<file path="src/rtl/jtag_tap_ctrl.sv">
// jtag_tap_ctrl: IEEE 1149.1 TAP controller for a SIB/TDR chain.
//   Runs the 16-state TAP FSM and holds the instruction register, BYPASS and
//   (optionally) IDCODE. Decodes capture/shift/update strobes for the external
//   chain and retimes the selected serial source onto TDO on negedge tck.
// Optional feature macro: JTAG_TAP_IDCODE_EN
//   defined   -> 32-bit IDCODE register, reset opcode = OP_IDCODE
//   undefined -> no IDCODE register, OP_IDCODE decodes as BYPASS, reset opcode = all-ones
// Ports:
//   tck, trstb      test clock, async active-low test reset
//   tms, tdi        pin inputs sampled on posedge tck
//   tdo, tdo_en     pin output and enable, registered on negedge tck
//   chain_tdi/_tdo  serial path to/from the external chain
//   chain_sel       IR == OP_CHAIN
//   capture_dr, shift_dr, update_dr
//                   chain strobes, decoded from the state register
//   ir              current instruction
//   tlr             FSM in Test-Logic-Reset
module jtag_tap_ctrl #(
   parameter int unsigned          IR_WIDTH  = 4,
   parameter logic [IR_WIDTH-1:0]  OP_IDCODE = IR_WIDTH'(1),
   parameter logic [IR_WIDTH-1:0]  OP_CHAIN  = IR_WIDTH'(2),
   parameter logic [31:0]          IDCODE    = 32'h1000_0001
) (
   input  logic                tck,
   input  logic                trstb,
   input  logic                tms,
   input  logic                tdi,
   output logic                tdo,
   output logic                tdo_en,
   output logic                chain_tdi,
   input  logic                chain_tdo,
   output logic                chain_sel,
   output logic                capture_dr,
   output logic                shift_dr,
   output logic                update_dr,
   output logic [IR_WIDTH-1:0] ir,
   output logic                tlr
);

   // Elaboration-time parameter sanity checks
   if (IR_WIDTH < 2) begin : g_bad_ir_width
      $error("jtag_tap_ctrl: IR_WIDTH must be >= 2");
   end
   if (IDCODE[0] != 1'b1) begin : g_bad_idcode
      $error("jtag_tap_ctrl: IDCODE bit0 must be 1");
   end
   if (OP_IDCODE == OP_CHAIN) begin : g_bad_opcodes
      $error("jtag_tap_ctrl: OP_IDCODE and OP_CHAIN must differ");
   end

`ifdef JTAG_TAP_IDCODE_EN
   localparam logic [IR_WIDTH-1:0] RST_OP = OP_IDCODE;
`else
   localparam logic [IR_WIDTH-1:0] RST_OP = '1;
`endif

   typedef enum logic [3:0] {
      TLR, RTI,
      SEL_DR, CAP_DR, SH_DR, EX1_DR, PAU_DR, EX2_DR, UPD_DR,
      SEL_IR, CAP_IR, SH_IR, EX1_IR, PAU_IR, EX2_IR, UPD_IR
   } tap_state_e;

   tap_state_e          state_q, state_d;
   logic [IR_WIDTH-1:0] ir_q, ir_d;
   logic [IR_WIDTH-1:0] ir_sr_q, ir_sr_d;
   logic                bypass_q, bypass_d;
   logic                tdo_q, tdo_d;
   logic                tdo_en_q, tdo_en_d;
   logic                dr_tdo;
`ifdef JTAG_TAP_IDCODE_EN
   logic [31:0]         idcode_sr_q, idcode_sr_d;
   logic                idcode_sel;
   assign idcode_sel = (ir_q == OP_IDCODE);
`endif

   // Instruction decode and chain strobes (combinational from state/IR registers)
   assign chain_sel  = (ir_q == OP_CHAIN);
   assign chain_tdi  = tdi;
   assign capture_dr = chain_sel && (state_q == CAP_DR);
   assign shift_dr   = chain_sel && (state_q == SH_DR);
   assign update_dr  = chain_sel && (state_q == UPD_DR);
   assign tlr        = (state_q == TLR);
   assign ir         = ir_q;
   assign tdo        = tdo_q;
   assign tdo_en     = tdo_en_q;

   // TAP state register and posedge data registers
   always_ff @(posedge tck or negedge trstb) begin
      if (!trstb) begin
         state_q     <= TLR;
         ir_q        <= RST_OP;
         ir_sr_q     <= '0;
         bypass_q    <= 1'b0;
`ifdef JTAG_TAP_IDCODE_EN
         idcode_sr_q <= '0;
`endif
      end else begin
         state_q     <= state_d;
         ir_q        <= ir_d;
         ir_sr_q     <= ir_sr_d;
         bypass_q    <= bypass_d;
`ifdef JTAG_TAP_IDCODE_EN
         idcode_sr_q <= idcode_sr_d;
`endif
      end
   end

   // TDO retime on the falling edge
   always_ff @(negedge tck or negedge trstb) begin
      if (!trstb) begin
         tdo_q    <= 1'b0;
         tdo_en_q <= 1'b0;
      end else begin
         tdo_q    <= tdo_d;
         tdo_en_q <= tdo_en_d;
      end
   end

   // Next-state logic of the 1149.1 diagram
   always_comb begin
      state_d = state_q;
      unique case (state_q)
         TLR:    state_d = tms ? TLR    : RTI;
         RTI:    state_d = tms ? SEL_DR : RTI;
         SEL_DR: state_d = tms ? SEL_IR : CAP_DR;
         CAP_DR: state_d = tms ? EX1_DR : SH_DR;
         SH_DR:  state_d = tms ? EX1_DR : SH_DR;
         EX1_DR: state_d = tms ? UPD_DR : PAU_DR;
         PAU_DR: state_d = tms ? EX2_DR : PAU_DR;
         EX2_DR: state_d = tms ? UPD_DR : SH_DR;
         UPD_DR: state_d = tms ? SEL_DR : RTI;
         SEL_IR: state_d = tms ? TLR    : CAP_IR;
         CAP_IR: state_d = tms ? EX1_IR : SH_IR;
         SH_IR:  state_d = tms ? EX1_IR : SH_IR;
         EX1_IR: state_d = tms ? UPD_IR : PAU_IR;
         PAU_IR: state_d = tms ? EX2_IR : PAU_IR;
         EX2_IR: state_d = tms ? UPD_IR : SH_IR;
         UPD_IR: state_d = tms ? SEL_DR : RTI;
         default: state_d = TLR;
      endcase
   end

   // IR / DR register updates and TDO source selection
   always_comb begin
      ir_d        = ir_q;
      ir_sr_d     = ir_sr_q;
      bypass_d    = bypass_q;
      tdo_d       = 1'b0;
      tdo_en_d    = 1'b0;
      dr_tdo      = bypass_q;
`ifdef JTAG_TAP_IDCODE_EN
      idcode_sr_d = idcode_sr_q;
      if (idcode_sel) dr_tdo = idcode_sr_q[0];
`endif
      if (chain_sel) dr_tdo = chain_tdo;

      // ir only moves on leaving Update-IR, or is pinned while in TLR
      if (state_q == TLR)         ir_d = RST_OP;
      else if (state_q == UPD_IR) ir_d = ir_sr_q;

      if (state_q == CAP_IR)     ir_sr_d = IR_WIDTH'(1);
      else if (state_q == SH_IR) ir_sr_d = {tdi, ir_sr_q[IR_WIDTH-1:1]};

      if (state_q == CAP_DR)     bypass_d = 1'b0;
      else if (state_q == SH_DR) bypass_d = tdi;

`ifdef JTAG_TAP_IDCODE_EN
      if (state_q == CAP_DR)     idcode_sr_d = IDCODE;
      else if (state_q == SH_DR) idcode_sr_d = {tdi, idcode_sr_q[31:1]};
`endif

      if (state_q == SH_IR) begin
         tdo_d    = ir_sr_q[0];
         tdo_en_d = 1'b1;
      end else if (state_q == SH_DR) begin
         tdo_d    = dr_tdo;
         tdo_en_d = 1'b1;
      end
   end

endmodule
</file>
<file path="config.mk">
export PLATFORM = sky130hd
export DESIGN_NAME = jtag_tap_ctrl
export DESIGN_NICKNAME = d
export VERILOG_FILES = /design/src/rtl/jtag_tap_ctrl.sv
export SDC_FILE = /design/constraint.sdc
export NUM_CORES = 1
export LEC_CHECK = 0
export BUFFER_PORTS_ARGS = -buffer_cell sky130_fd_sc_hd__clkbuf_2
export CORE_MARGIN = 1.5
export CORE_UTILIZATION = 45
export DETAILED_ROUTE_END_ITERATION = 8
export PLACE_DENSITY_LB_ADDON = 0.2
export SYNTH_ARGS = -nofsm -noshare
export SYNTH_HDL_FRONTEND = slang
export SYNTH_SLANG_ARGS = --single-unit
</file>
<file path="constraint.sdc">
create_clock -name tck -period 4 [get_ports tck]
set_input_delay 0.4 -clock tck [delete_from_list [all_inputs] [get_ports tck]]
set_output_delay 0.4 -clock tck [all_outputs]
set_load 0.005 [all_outputs]
</file>
; After elaboration in Yosys (flattened, before gate mapping)
; Index checks and enable logic that the tools add are counted.
[classes]
addsub = 0
multipliers = 0
div_mod_pow = 0
order_cmp = 0
n_eq_ne = 16
shift = 0
mux = 24
bitwise = 0
n_reduce_logical = 10
[op_table]
columns = cell, count
row1 = $pmux 4 s12, 1
row2 = $eq 4x4->1 const B, 8
row3 = $mux 4, 8
row4 = $eq 4x3->1 const B, 4
row5 = $eq 4x2->1 const B, 3
row6 = $mux 1, 10
row7 = $mux 2, 3
row8 = $mux 3, 2
row9 = $reduce_bool 2->1, 3
row10 = $eq 4x1->1 const B, 1
row11 = $logic_not 4->1, 1
row12 = $reduce_or 2->1, 2
row13 = $logic_and 1x1->1, 3
row14 = $reduce_or 3->1, 1
[totals]
regBits = 15
latchBits = 0
ram_bits = 0
mem_bits_ro = 0
inputBits = 5
output_inout_bits = 12
wordCells = 56
n_memories = 0

; Longest topological paths before layout
[logic_depth]
ltp_word = 4
mapped_depth = 6
depth_no_buf = 4

==> out/qor.txt <==
outcome - complete, no violations
CP arrival - 1710 ps
Die Y - 46.68 µm
most common cell after layout, fill and taps aside - clkbuf_2
vias post-DR - 762
reg2reg setup slack - 430 ps
core area - 1764 µm²
global-route wire length before repair - 3.063 mm
Fin. Hold Viols - 0
Final WS setup - 425.9 ps
Routed WL per cell - 13.17 µm
final setup vio count - 0
Synth Cell Area - 858.3 µm²
RSZ-0062 raised after global routing - no
CTS Buffer Depth - 2
CTS resizes - 0
number of enable flip-flop cells after synthesis - 0
Clock H-tree levels - 1
Final #Nets - 119
Routed Wire Length - 1.817 mm
most common flop cell mapped by yosys - dfrtp_1
Hold WC Path Type - input pin to async pin
Clock Latency Late Sink - 290 ps
Die Footprint - 2179 µm²
worst clock skew - 8.952 ps
Synth cell types - 29
actual slew at the worst max-slew pin - 626.5 ps
CP Data Required Time - 2130 ps
setup bufs post-CTS - 0
worst hold slack - 3.360 ps
leak pwr - 0.4480 nW
Critical path origin - ir[1]
GPL Wtd Cong - 0.7801
Layout area overhead - 11.81%
iteration count of the initial detailed-routing pass - 4
routed vias/inst - 5.522
CP endpoint kind - flop
CTS tree - built
crit start category - flop
Syn Inst Count - 101
crit path to - tdo
Clock transition at path regs - 90 ps
R2R cell count - 3
Seq/Total Area, Yosys - 44.31%
share of layout cells above drive strength 1 - 23.01%
Slew Viols, Final - 0
placement row count - 15
total clock buffers created by CTS - 3
TNS Setup - 0 ps
DP Worst Slack - 432.3 ps
Root Buffer - clkbuf_4
most frequent cells in the layout - 16 x clkbuf_2, 12 x nand2_1, 12 x o21ai_0
Initial Util - 48.65%
Clock Sinks - 15
Mapped Nets - 106
Yosys reg bits - 15
mean post-synth cell area - 8.498 µm²
Crit Path Max Fanout - 5
initial drt markers - 21
PwrDens - 686.0 nW/µm²
ANT nets after route - 0
R2R Path End - tdo
die width - 46.68 µm
antenna cells - 0
ys async rst share - 100.0%
IR drop worst, VDD - 0.4022 mV
GRT Residual Overflow - 0
number of global-route vias before repair - 668
port bufs - 16
pin count of the biggest net entering global routing - 22
Setup CP Type - flop to flop
DRC Markers - 0
RR Startpoint - ir[1]
antenna violations before repair - 0
Total Routing Usage GR - 20.87%
hpwl dp - 1.268 mm
Syn. warnings - 0
Slew Limit Headroom - 58.23%
Max Cap Viol - 0
I/O pin cnt - 17
CTS Hold Buffers Added - 0
power breakdown:
group,internal [W],switching [W]
registers,0.000212,0.0000935
clock network,0.0000388,0.0000481
logic,0.000128,0.000137
state kept, by name, summed over array words and instances, names as in the netlist:
register / cells
bypass_q: 1
ir: 4
ir_sr_q: 4
state_q: 4
tdo: 1
tdo_en: 1
cell families after synthesis:
| group | Yosys count | synth area share [%] |
|---|---|---|
| mux | 1 | 1.166 |
| buf+inv | 11 | 5.977 |
| simple gates | 44 | 26.97 |
| xor+xnor | 1 | 1.021 |
| flops | 15 | 44.32 |
| compound gates | 29 | 20.56 |
worst min path at each step:
stage	from	endpoint	slack, ps	cells after the start
after floorplan	trstb	bypass_q	100	0
final	trstb	bypass_q	3	1
after global routing	trstb	bypass_q	10	1
after detailed placement	trstb	bypass_q	330	1
after CTS	trstb	bypass_q	10	1
after global placement	trstb	bypass_q	330	1
cell usage after synthesis, types with 2 or more instances:
master	instances	share of area [%]
nand2_1	12	5.2
o21ai_0	12	7.0
nor2_1	10	4.4
dfrtp_1	9	26
a21oi_1	6	3.5
a22oi_1	5	4.4
buf_2	5	2.9
nand2b_1	5	3.6
nor2b_1	5	3.6
dfstp_2	4	12
clkbuf_1	3	1.3
a311oi_1	2	2.0
dfrtn_1	2	5.8
inv_1	2	0.87
nand3_1	2	1.2
nand3b_1	2	1.7
nor3_1	2	1.2
nor3b_1	2	1.7
critical path, stage by stage, from the launching register on:
cell	delay, ps
dfstp_2	560
or4b_1	560
mux2i_1	210
o22ai_1	100
through the flow:
step                      area (µm²)  util (%)  cells  power (W)
after floorplan                858.3         -    101  0.0005012
after global placement         933.4     52.91    134  0.0005654
after detailed placement       933.4     52.91    134  0.0005720
after CTS                      959.7     54.40    138  0.0006618
after global routing           959.7     54.40    138  0.0007280
final                          959.7     54.40    138  0.0006583
routing by layer:
metal | track usage, % | vias up | wire length (µm)
li1 | - | 377 | -
met4 | 8.333 | 0 | 21
met3 | 5.882 | 2 | 84
met2 | 30.56 | 24 | 854
met1 | 28.95 | 359 | 857
met5 | 0 | - | 0
final cells by class:
| class | instances | area, µm² |
|---|---|---|
| Fill cell | 203 | 804.5 |
| Multi-Input combinational cell | 75 | 426.7 |
| Sequential cell | 15 | 380.4 |
| Timing Repair Buffer | 17 | 87.58 |
| Tap cell | 25 | 31.28 |
| Clock buffer | 4 | 26.28 |
| Inverter | 2 | 7.507 |
No activity file was read; power rests on OpenSTA's default activity.
